**src/rtl/seq_normalizer_16bit_pkg.sv**
```systemverilog
// -----------------------------------------------------------------------------
// seq_normalizer_16bit_pkg
// Shared definitions for the iterative 16-bit normalizer:
//   - DATA_W / CNT_W : operand width (16) and shift-count width (4)
//   - DIR_LEFT / DIR_RIGHT : direction encodings (toward bit 15 / toward bit 0)
//   - state_t : controller states IDLE, SHIFT, DONE
// -----------------------------------------------------------------------------
package seq_normalizer_16bit_pkg;

  localparam int DATA_W = 16;
  localparam int CNT_W  = 4;

  localparam logic DIR_LEFT  = 1'b0;
  localparam logic DIR_RIGHT = 1'b1;

  typedef enum logic [1:0] {
    IDLE  = 2'd0,
    SHIFT = 2'd1,
    DONE  = 2'd2
  } state_t;

endpackage

```
**src/rtl/seq_normalizer_16bit_norm_step.sv**
```systemverilog
// -----------------------------------------------------------------------------
// norm_step_16bit
// One cycle of normalization work, purely combinational.
// Ports:
//   data      in  16  current working word
//   dir       in  1   DIR_LEFT: target bit 15, DIR_RIGHT: target bit 0
//   next_data out 16  data shifted one place toward the target, zero-filled
//   hit       out 1   target bit of data is already set
//   is_zero   out 1   data is all zeros
// -----------------------------------------------------------------------------
module norm_step_16bit
  import seq_normalizer_16bit_pkg::*;
(
  input  logic [DATA_W-1:0] data,
  input  logic              dir,
  output logic [DATA_W-1:0] next_data,
  output logic              hit,
  output logic              is_zero
);

  always_comb begin
    is_zero   = (data == '0);
    hit       = data[DATA_W-1];
    next_data = {data[DATA_W-2:0], 1'b0};
    if (dir == DIR_RIGHT) begin
      hit       = data[0];
      next_data = {1'b0, data[DATA_W-1:1]};
    end
  end

endmodule

```
**src/rtl/seq_normalizer_16bit.sv**
```systemverilog
// -----------------------------------------------------------------------------
// seq_normalizer_16bit
// Iterative normalizer: shifts the operand one place per cycle until its
// leading one sits at bit 15 (or, in right mode, its trailing one at bit 0),
// and reports the normalized word and the number of places shifted.
//
// Optional feature macro: NORM_BIDIR_EN
//   defined   -> 'choice' port exists; choice=1 normalizes toward bit 0.
//   undefined -> no 'choice' port; left (MSB) normalization only.
//
// Ports:
//   clk    in  1   clock, rising edge
//   reset  in  1   synchronous, active-high
//   start  in  1   request, honoured only while ready=1
//   a      in  16  operand, captured on the accepted start
//   choice in  1   direction, 0=left 1=right (NORM_BIDIR_EN only)
//   ready  out 1   idle, able to accept start
//   done   out 1   one-cycle pulse; y/amt/zero valid from this cycle on
//   y      out 16  normalized word
//   amt    out 4   positions shifted (0..15)
//   zero   out 1   operand was zero (y=0, amt=0)
//
// Latency from the accepting edge: SHIFT lasts amt+1 cycles, done arrives in
// cycle amt+2. Results hold until the next DONE, except zero, which clears on
// every accepted start.
// -----------------------------------------------------------------------------
module seq_normalizer_16bit
  import seq_normalizer_16bit_pkg::*;
(
  input  logic              clk,
  input  logic              reset,
  input  logic              start,
  input  logic [DATA_W-1:0] a,
`ifdef NORM_BIDIR_EN
  input  logic              choice,
`endif
  output logic              ready,
  output logic              done,
  output logic [DATA_W-1:0] y,
  output logic [CNT_W-1:0]  amt,
  output logic              zero
);

  // A nonzero operand terminates by the 15th shift, so saturation never
  // engages in practice; it only keeps the counter bounded by construction.
  function automatic logic [CNT_W-1:0] sat_inc(input logic [CNT_W-1:0] v);
    return (v == '1) ? v : v + 1'b1;
  endfunction

  state_t state, state_nxt;

  logic [DATA_W-1:0] data_p0;
  logic [CNT_W-1:0]  cnt_p0;
  logic              dir_sel;
  logic [DATA_W-1:0] step_data;
  logic              step_hit;
  logic              step_zero;
  logic              finish;

`ifdef NORM_BIDIR_EN
  logic dir_p0;
  assign dir_sel = dir_p0;
`else
  assign dir_sel = DIR_LEFT;
`endif

  norm_step_16bit u_step (
    .data      (data_p0),
    .dir       (dir_sel),
    .next_data (step_data),
    .hit       (step_hit),
    .is_zero   (step_zero)
  );

  // SHIFT ends when the word is empty or the target bit is already in place.
  assign finish = step_zero | step_hit;

  always_ff @(posedge clk) begin
    if (reset) state <= IDLE;
    else       state <= state_nxt;
  end

  always_comb begin
    state_nxt = state;
    ready     = 1'b0;
    done      = 1'b0;
    case (state)
      IDLE: begin
        ready = 1'b1;
        if (start) state_nxt = SHIFT;
      end
      SHIFT: begin
        if (finish) state_nxt = DONE;
      end
      DONE: begin
        done      = 1'b1;
        state_nxt = IDLE;
      end
      default: state_nxt = IDLE;
    endcase
  end

  // ---- stage 0: working register and shift counter; output registers load
  // on the edge that enters DONE so results are valid alongside done ----
  always_ff @(posedge clk) begin
    if (reset) begin
      data_p0 <= '0;
      cnt_p0  <= '0;
`ifdef NORM_BIDIR_EN
      dir_p0  <= DIR_LEFT;
`endif
      y       <= '0;
      amt     <= '0;
      zero    <= 1'b0;
    end else begin
      case (state)
        IDLE: begin
          if (start) begin
            data_p0 <= a;
            cnt_p0  <= '0;
`ifdef NORM_BIDIR_EN
            dir_p0  <= choice;
`endif
            zero    <= 1'b0;
          end
        end
        SHIFT: begin
          if (finish) begin
            y    <= data_p0;
            amt  <= cnt_p0;
            zero <= step_zero;
          end else begin
            data_p0 <= step_data;
            cnt_p0  <= sat_inc(cnt_p0);
          end
        end
        default: ;
      endcase
    end
  end

endmodule

```
**config.mk**
```make
export PLATFORM = sky130hd
export DESIGN_NAME = seq_normalizer_16bit
export DESIGN_NICKNAME = d
export VERILOG_FILES = /design/src/rtl/seq_normalizer_16bit_pkg.sv /design/src/rtl/seq_normalizer_16bit_norm_step.sv /design/src/rtl/seq_normalizer_16bit.sv
export SDC_FILE = /design/constraint.sdc
export NUM_CORES = 1
export LEC_CHECK = 0
export CAP_MARGIN = 20
export CORE_MARGIN = 10
export CORE_UTILIZATION = 50
export DETAILED_ROUTE_END_ITERATION = 6
export GPL_ROUTABILITY_DRIVEN = 0
export PLACE_DENSITY_LB_ADDON = 0.1
export SYNTH_ARGS = -nofsm -noshare
export SYNTH_HDL_FRONTEND = slang
export SYNTH_SLANG_ARGS = --single-unit
```
**constraint.sdc**
```tcl
create_clock -name clk -period 4.3 [get_ports clk]
set_clock_uncertainty 0.15 [all_clocks]
set_input_delay 0.645 -clock clk [delete_from_list [all_inputs] [get_ports clk]]
set_output_delay 0.645 -clock clk [all_outputs]
set_load 0.005 [all_outputs]
```
---- After elaboration in Yosys (flattened, before gate mapping) ----
Index checks and enable logic that the tools add are counted.
storage, ports and cells
  register bits ........................... 43
  bits in latches ......................... 0
  memory bits (writable) .................. 0
  memory bits (read-only) ................. 0
  input port bits ......................... 19
  memories ................................ 0
cells by class
  $add $sub $neg .......................... 1
  multipliers ............................. 0
  divide/modulo/power cells ............... 0
  order comparisons ....................... 0
  eq/ne operators ......................... 7
  shift-type cells ........................ 0
  mux-type cells .......................... 15
  bitwise logic cells ..................... 1
  reductions and logical operators ........ 8
operators with widths
  kind                                                             number
  16-bit 2-to-1 mux                                                2
  16-bit one-hot mux with 2 select lines                           1
  16-bit logical NOT                                               1
  4-bit 2-to-1 mux                                                 3
  2-bit inequality test, second input constant                     4
  4-bit one-hot mux with 2 select lines                            1
  3-bit AND reduction                                              2
  4-bit by 1-bit adder with 4-bit output, second input constant    1
  4-bit == test, second input constant                             1
  1-bit 2-to-1 mux                                                 4
  2-bit 2-to-1 mux                                                 2
  2-bit one-hot mux with 2 select lines                            1
  2-bit AND reduction                                              2
  4-bit AND reduction                                              1
  2-bit by 1-bit == test with 1-bit output, second input constant  1
  2-bit == test, second input constant                             1
  2-bit logical NOT                                                1
  1-bit one-hot mux with 2 select lines                            1
  2-bit nonzero test                                               1
  1-bit OR                                                         1

---- Longest topological paths before layout ----
Gate-level depths: netlist of run 1.
  word-level depth ........................ 4
  gate-level depth with buffers ........... 7

---- Cells and area by module ----
From an unflattened synthesis of run 1, not the netlist that was laid out.
second synthesis, totals
  cells, all modules ...................... 251
  area total of the unflattened synthesis .. 2243.4 um^2
modules (own cells, without submodules)
  module                times used  cells each  area an instance (um^2)  seq. area each (um^2)
  seq_normalizer_16bit  1           227         1963.1                   860.8
  norm_step_16bit       1           24          280.3                    0.0

---- Least setup slack after synthesis of run 1 ----
Ideal clock, no wire load.
  kind .................................... in2reg
  start ................................... input start
  end ..................................... register data_p0[10]
  arrival time ............................ 1633 ps
  data required time ...................... 4059 ps
  setup slack ............................. 2426 ps
  stages on the path ...................... 5
  buffers on the path ..................... 1
  path through ............................ nor2_1 > nor3_2 > clkbuf_1 > a211oi_1 > a311oi_1
between the ends
  cells in the longest elaborated chain, start to end .. 2
ends and longest elaborated chain
  item                                    RTL line                     RTL
  start: declaration                      seq_normalizer_16bit.sv:32   input logic start,
  2-bit inequality test (no source line)  --
  3-bit AND reduction (no source line)    --
  end signal: assignment                  seq_normalizer_16bit.sv:133  data_p0 <= step_data;
  end: declaration                        seq_normalizer_16bit.sv:52   logic [DATA_W-1:0] data_p0;
Every way passes these cells.
A chain may end at the register's enable or synchronous reset.

---- Worst setup path in the final report of run 1 ----
  start ................................... register data_p0[10]
  end ..................................... register data_p0[2]
between the ends
  cells in the longest elaborated chain, start to end .. 4
ends and longest elaborated chain
  item                                    RTL line                              RTL
  16-bit logical NOT                      seq_normalizer_16bit_norm_step.sv:22  is_zero = (data == '0);
  1-bit OR                                seq_normalizer_16bit.sv:76            assign finish = step_zero | step_hit;
  2-bit inequality test (no source line)  --
  3-bit AND reduction (no source line)    --
Every way passes these cells.

==> run summary, run 1 <==
Total die area: 6892 µm²
Cells on worst reg2reg path: 4
Post-CTS Setup Bufs: 0
Nets: 289
Pre-CTS setup slack: 1.784 ns
Crit path max-delay family: compound AO/OA/AOI/OAI gates
Worst path bufs/invs: 0
Initial antenna violation count: 0
Core Area: 3744 µm²
Post-synth ARST share: 0%
RSZ-0062 raised after global routing: false
Slew headroom: 44.24%
Metal3 WL: 404 µm
Drt first pass iters: 4
CP Launch Type: flop
Post-layout min period: 2.414 ns
DRC viols: 0
Flop-to-flop setup slack: 1.89 ns
Root Buffer: clkbuf_8
Data required time at the worst endpoint: 4.35 ns
Area contributors post-synth: dfxtp_1 (43%), nand2_1 (7.4%), a311oi_1 (6.6%)
Final Util: 66.61%
Fmax: 414.2 MHz
Worst path max stage delay: 0.52 ns
Sequential area share after synthesis: 43.35%
CTS clk-pin slew, worst paths: 0.09 ns
Total CTS buffers: 5
Num ports: 42
Die Y: 83.02 µm
Reg-to-Reg Start: data_p0[10]
CP Class: reg2reg
Row Count: 22
Worst-path maximum fanout: 19
All-Layer GR Usage: 13.40%
Largest net degree at the start of global routing: 36
Distinct cells, synth: 34
ANT nets after route: 0
Measured slew at the worst slew-check pin: 0.8364 ns
CTS tree: done
Top Layer Used: met4
EDFF count, synth: 0
DRT Wirelength: 4.931 mm
Final cell count without fillers: 318
Layout cells sized above 1: 7.407%
Hold depth: 2
WL per Instance: 15.51 µm
Post-DP HPWL: 3.478 mm
Final setup fails: 0
Pwr dens: 443.4 nW/µm²
CP endpoint kind: flop
Worst path depth: 4
Clk_lat worst skew: 0.30 ns
Yosys reg bits: 43
Hold Path Sink: y[8]
Clk buf depth: 2
First-pass GRT wire length: 8.148 mm
Mapped Cells: 241
DR iter-0 viols: 184
Dpl cells: 310
Top cell type by total area after synthesis: dfxtp_1
Slack of the critical path: 1.886 ns
Met1 WL: 2.440 mm
Peak supply drop: 0.2872 mV
Number of I/O port buffers: 41
Met2 wire length: 2.046 mm
Fin crit share: 56.15%
Max-cap violations: 0
Avg Vias per Cell: 5.849
Syn nets: 261
Die width: 83.02 µm
WP data arrival: 2.46 ns
H-tree level count: 2
HP Class: reg2reg
Area delta synth->final: 25.58%
Initial Utilization: 53.04%
Cts hold-fix bufs: 0
Vias in the first global route: 1,694
CP cell instances: nor4_2 -> a41oi_2 -> a21o_1 -> a311oi_1
CP max stage cell: a41oi_2
Syn avg cell area: 8.239 µm²
Synthesized cell area: 1986 µm²
Via count: 1,860
CTS resizes: 0
Sinks on Clock Net: 43
Status: finished, final reports clean
Worst Hold Launch: y[8]
Antenna fix cells: 0
Warnings, synthesis: 0
Final Hold Fails: 0
Pleak: 0.8373 nW
FF-to-FF End: data_p0[2]
Post-synth top area share: 43.35%
Top FF cell, synth: dfxtp_1
Setup TNS: 0 ns
Final Max Slew Viols: 0
Remaining Overflow, GRT: 0
==> Yosys cell counts (3+ instances only) <==
master / instances
buf_1: 4
dfxtp_1: 43
clkbuf_1: 14
nand3_1: 21
buf_2: 6
nor2b_1: 5
nand2_1: 39
a311oi_1: 15
nor2_1: 7
nor4_2: 3
a211oi_1: 15
a21oi_1: 20
o21ai_0: 21
a21o_1: 3
==> worst min-delay path: stages (launching register included) <==
cell and delay [ns]:
dfxtp_1 0.31, o21ai_0 0.06, a21oi_1 0.06
==> worst max path at each step <==
stage	from	to	slack, ns
after detailed placement	reset	amt[1]	1.78
after CTS	data_p0[10]	data_p0[2]	1.93
final	data_p0[10]	data_p0[2]	1.89
after global placement	reset	amt[1]	1.78
after floorplan	start	data_p0[10]	2.43
after global routing	data_p0[10]	data_p0[2]	1.65
==> registers in the layout, indices dropped and copies added (netlist names) <==
register	cells
amt	4
cnt_p0	4
data_p0	16
state	2
y	16
zero	1
==> metal layers <==
layer	up-vias	track usage (%)
met2	61	18.37
met3	5	5.078
li1	940	-
met4	0	2.769
met5	-	0
met1	854	19.09
==> final cells by class <==
| type | instances | area, µm² |
|---|---|---|
| fillers | 333 | 1250 |
| multi-input cells | 171 | 1016 |
| flip-flops and latches | 43 | 860.8 |
| repair buffers | 46 | 455.4 |
| clock buffers | 5 | 68.82 |
| well taps | 48 | 60.06 |
| clock inverters | 3 | 25.02 |
| inverters | 2 | 7.507 |
==> power by group <==
part           leakage [nW]  switching (mW)  internal, mW
registers             0.351          0.0683         0.446
clock network        0.0443           0.145         0.116
logic                 0.442           0.200         0.131
total                 0.837           0.413         0.693
==> through the flow <==
step / cell area (µm²) / total power, mW / hold WS (ns)
after global routing: 2494 / 1.166 / 0.3573
after CTS: 2494 / 1.110 / 0.3285
after detailed placement: 2400 / 0.8511 / 0.3167
after global placement: 2385 / 0.8384 / 0.3134
after floorplan: 1986 / 0.7489 / 0.3201
final: 2494 / 1.106 / 0.3275
==> cell usage in the layout, fill, tap and decap left out, drive strengths merged, types with 2 or more instances in the layout <==
master	Yosys	final
dfxtp	43	43
clkdlybuf4s50	0	41
nand2	39	39
nand3	21	21
o21ai	21	21
a21oi	20	20
a211oi	15	15
a311oi	15	15
nor2	7	7
clkbuf	14	5
nor2b	5	5
buf	11	5
nor4	5	5
a21o	3	3
nand2b	2	2
or3	2	2
a31oi	2	2
inv	2	2
nand4	2	2
clkinv	0	2
nor3	2	2
==> kinds of logic (layout without fill, tap and decap cells) <==
group	after synthesis	count (layout)	share of synthesized area, %
buffers and inverters	27	56	5.860
and+or+nand+nor	87	87	22.24
DFF	43	43	43.35
muxes	1	1	0.5041
AOI/OAI and AO/OA	82	82	27.41
adders and majority gates	1	1	0.6300
No activity file was read; power rests on OpenSTA's default activity.
==> run 2: changes to the inputs <==
CORE_UTILIZATION = 45   (was 50)
clock period = 2.1 ns   (was 4.3 ns; I/O delays follow)
==> run 2 against run 1 <==
- via count grew 2.6%
- cell count grew 5.0%
- clock power grew 120%
- total power grew 110%
- sequential power grew 100%
- non-clock buffer count grew 12
- first-iteration DRC count shrank 42%
- sequential share of layout area shrank 1.4 points
- die area grew 8.4%
- combinational power grew 130%
- clock-buffer cell count grew 3
==> run summary, run 2 (synthesis gave the netlist of run 1 again) <==
Status: finished, final reports clean
DRT Wirelength: 5.183 mm
Layout cells sized above 1: 11.35%
Data required time at the worst endpoint: 1.63 ns
CTS clk-pin slew, worst paths: 0.08 ns
Setup TNS: 0 ns
Largest net degree at the start of global routing: 30
Sinks on Clock Net: 43
Root Buffer: clkbuf_8
HP Class: reg2reg
Remaining Overflow, GRT: 0
Avg Vias per Cell: 5.716
Drt first pass iters: 4
Fmax: 516.2 MHz
Pwr dens: 912.3 nW/µm²
Vias in the first global route: 1,793
Min Hold Slack: 0.3266 ns
Final instance area: 2601 µm²
Num ports: 42
Post-CTS Setup Bufs: 0
Top Registers: data_p0 (16), y (16)
H-tree level count: 2
Via count: 1,909
CP endpoint kind: output pin
WL per Instance: 15.52 µm
Clk buf depth: 2
Final Max Slew Viols: 0
CP Class: reg2out
Antenna fix cells: 0
WP data arrival: 1.47 ns
Core Area: 4324 µm²
Dpl cells: 326
Measured slew at the worst slew-check pin: 0.3883 ns
Total die area: 7469 µm²
Area after DPL: 2500 µm²
Combinational Power Share: 32.4%
Initial Utilization: 45.92%
CP Launch Type: flop
Nets: 301
Clock share of power: 23.9%
Final setup fails: 0
Flop pwr share: 43.8%
Row Count: 24
Peak supply drop: 0.4604 mV
Switch Pwr: 0.8253 mW
Area delta synth->final: 31.00%
Final Hold Fails: 0
Die Y: 86.43 µm
Clk_lat worst skew: 0.29 ns
P_int: 1.548 mW
Post-DP HPWL: 3.669 mm
Fin crit share: 92.26%
CTS tree: done
Worst-path maximum fanout: 9
Pleak: 0.9041 nW
RSZ-0062 raised after global routing: false
DRC viols: 0
ANT nets after route: 0
DR iter-0 viols: 107
Number of I/O port buffers: 41
Post-layout min period: 1.937 ns
Total CTS buffers: 5
Most frequent cells in the layout: dfxtp_1 (43), clkdlybuf4s50_1 (41), nand2_1 (39), nand3_1 (21), o21ai_0 (21)
Die width: 86.43 µm
Slew headroom: 73.90%
CP cell instances: nor2b_1 -> clkdlybuf4s50_1
Initial antenna violation count: 0
Max-cap violations: 0
Sw frac: 34.78%
All-Layer GR Usage: 14.01%
CP max stage cell: dfxtp_1
Commonest non-fill, non-tap cell in the layout: dfxtp_1
Worst path max stage delay: 0.51 ns
Final cell count without fillers: 334
First-pass GRT wire length: 8.742 mm
run 2: cell types whose count changed in the layout (fill, tap and decap cells not counted), sizes merged:
| cell | previous run | this run |
|---|---|---|
| buf | 5 | 17 |
| clkbuf | 5 | 8 |
| clkinv | 2 | 0 |
| clkinvlp | 1 | 0 |
run 2: area by class of cell:
class / instances / area (µm²)
Fill cell: 404 / 1723
Multi-Input combinational cell: 171 / 1017
Timing Repair Buffer: 58 / 550.5
Tap cell: 52 / 65.06
Sequential cell: 43 / 860.8
Clock buffer: 8 / 100.1
Inverter: 2 / 7.507
run 2: what timing repair did:
item,CTS,global route
hold buffers,0,0
endpoints found under the setup margin,0,14
resized for setup,0,1
run 2: stage by stage:
stage                     power [mW]  utilization, %  setup slack, ns
after floorplan                1.533               -           0.3648
after global placement         1.817           57.81           0.1150
after detailed placement       1.821           57.81          0.07069
after CTS                      2.386           60.13          0.09311
after global routing           2.523           60.16         0.008472
final                          2.373           60.16           0.1626
run 2: power groups by stage:
| stage | registers, mW | logic [mW] | clock network [mW] |
|---|---|---|---|
| CTS | 1.04 | 0.767 | 0.582 |
| floorplan | 1.02 | 0.514 | 0 |
| finish | 1.04 | 0.768 | 0.566 |
| global placement | 1.06 | 0.760 | 0 |
| detailed placement | 1.06 | 0.765 | 0 |
| global route | 1.06 | 0.852 | 0.614 |
run 2: final timing paths:
path / startpoint / endpoint / slack [ns] / cells after the start
worst max-delay path: state[1] / done / 0.16 / 2
worst min-delay path: amt[3] / amt[3] / 0.33 / 2
worst max register to register: data_p0[10] / data_p0[9] / 0.19 / 4
worst min register to register: amt[3] / amt[3] / 0.33 / 2
run 2: worst max-delay path: cells and delay by family, from the launching register on:
family	cells	cell delay, ns
flip-flops	1	0.51
AND/OR/NAND/NOR	1	0.17
buffers and inverters	1	0.51
run 2: routing by layer:
layer  GRT usage (%)  share of wire [%]
met1           19.16                 49
met2           21.01                 45
met3           3.377                4.3
met4           4.566                1.1
met5               0                  0
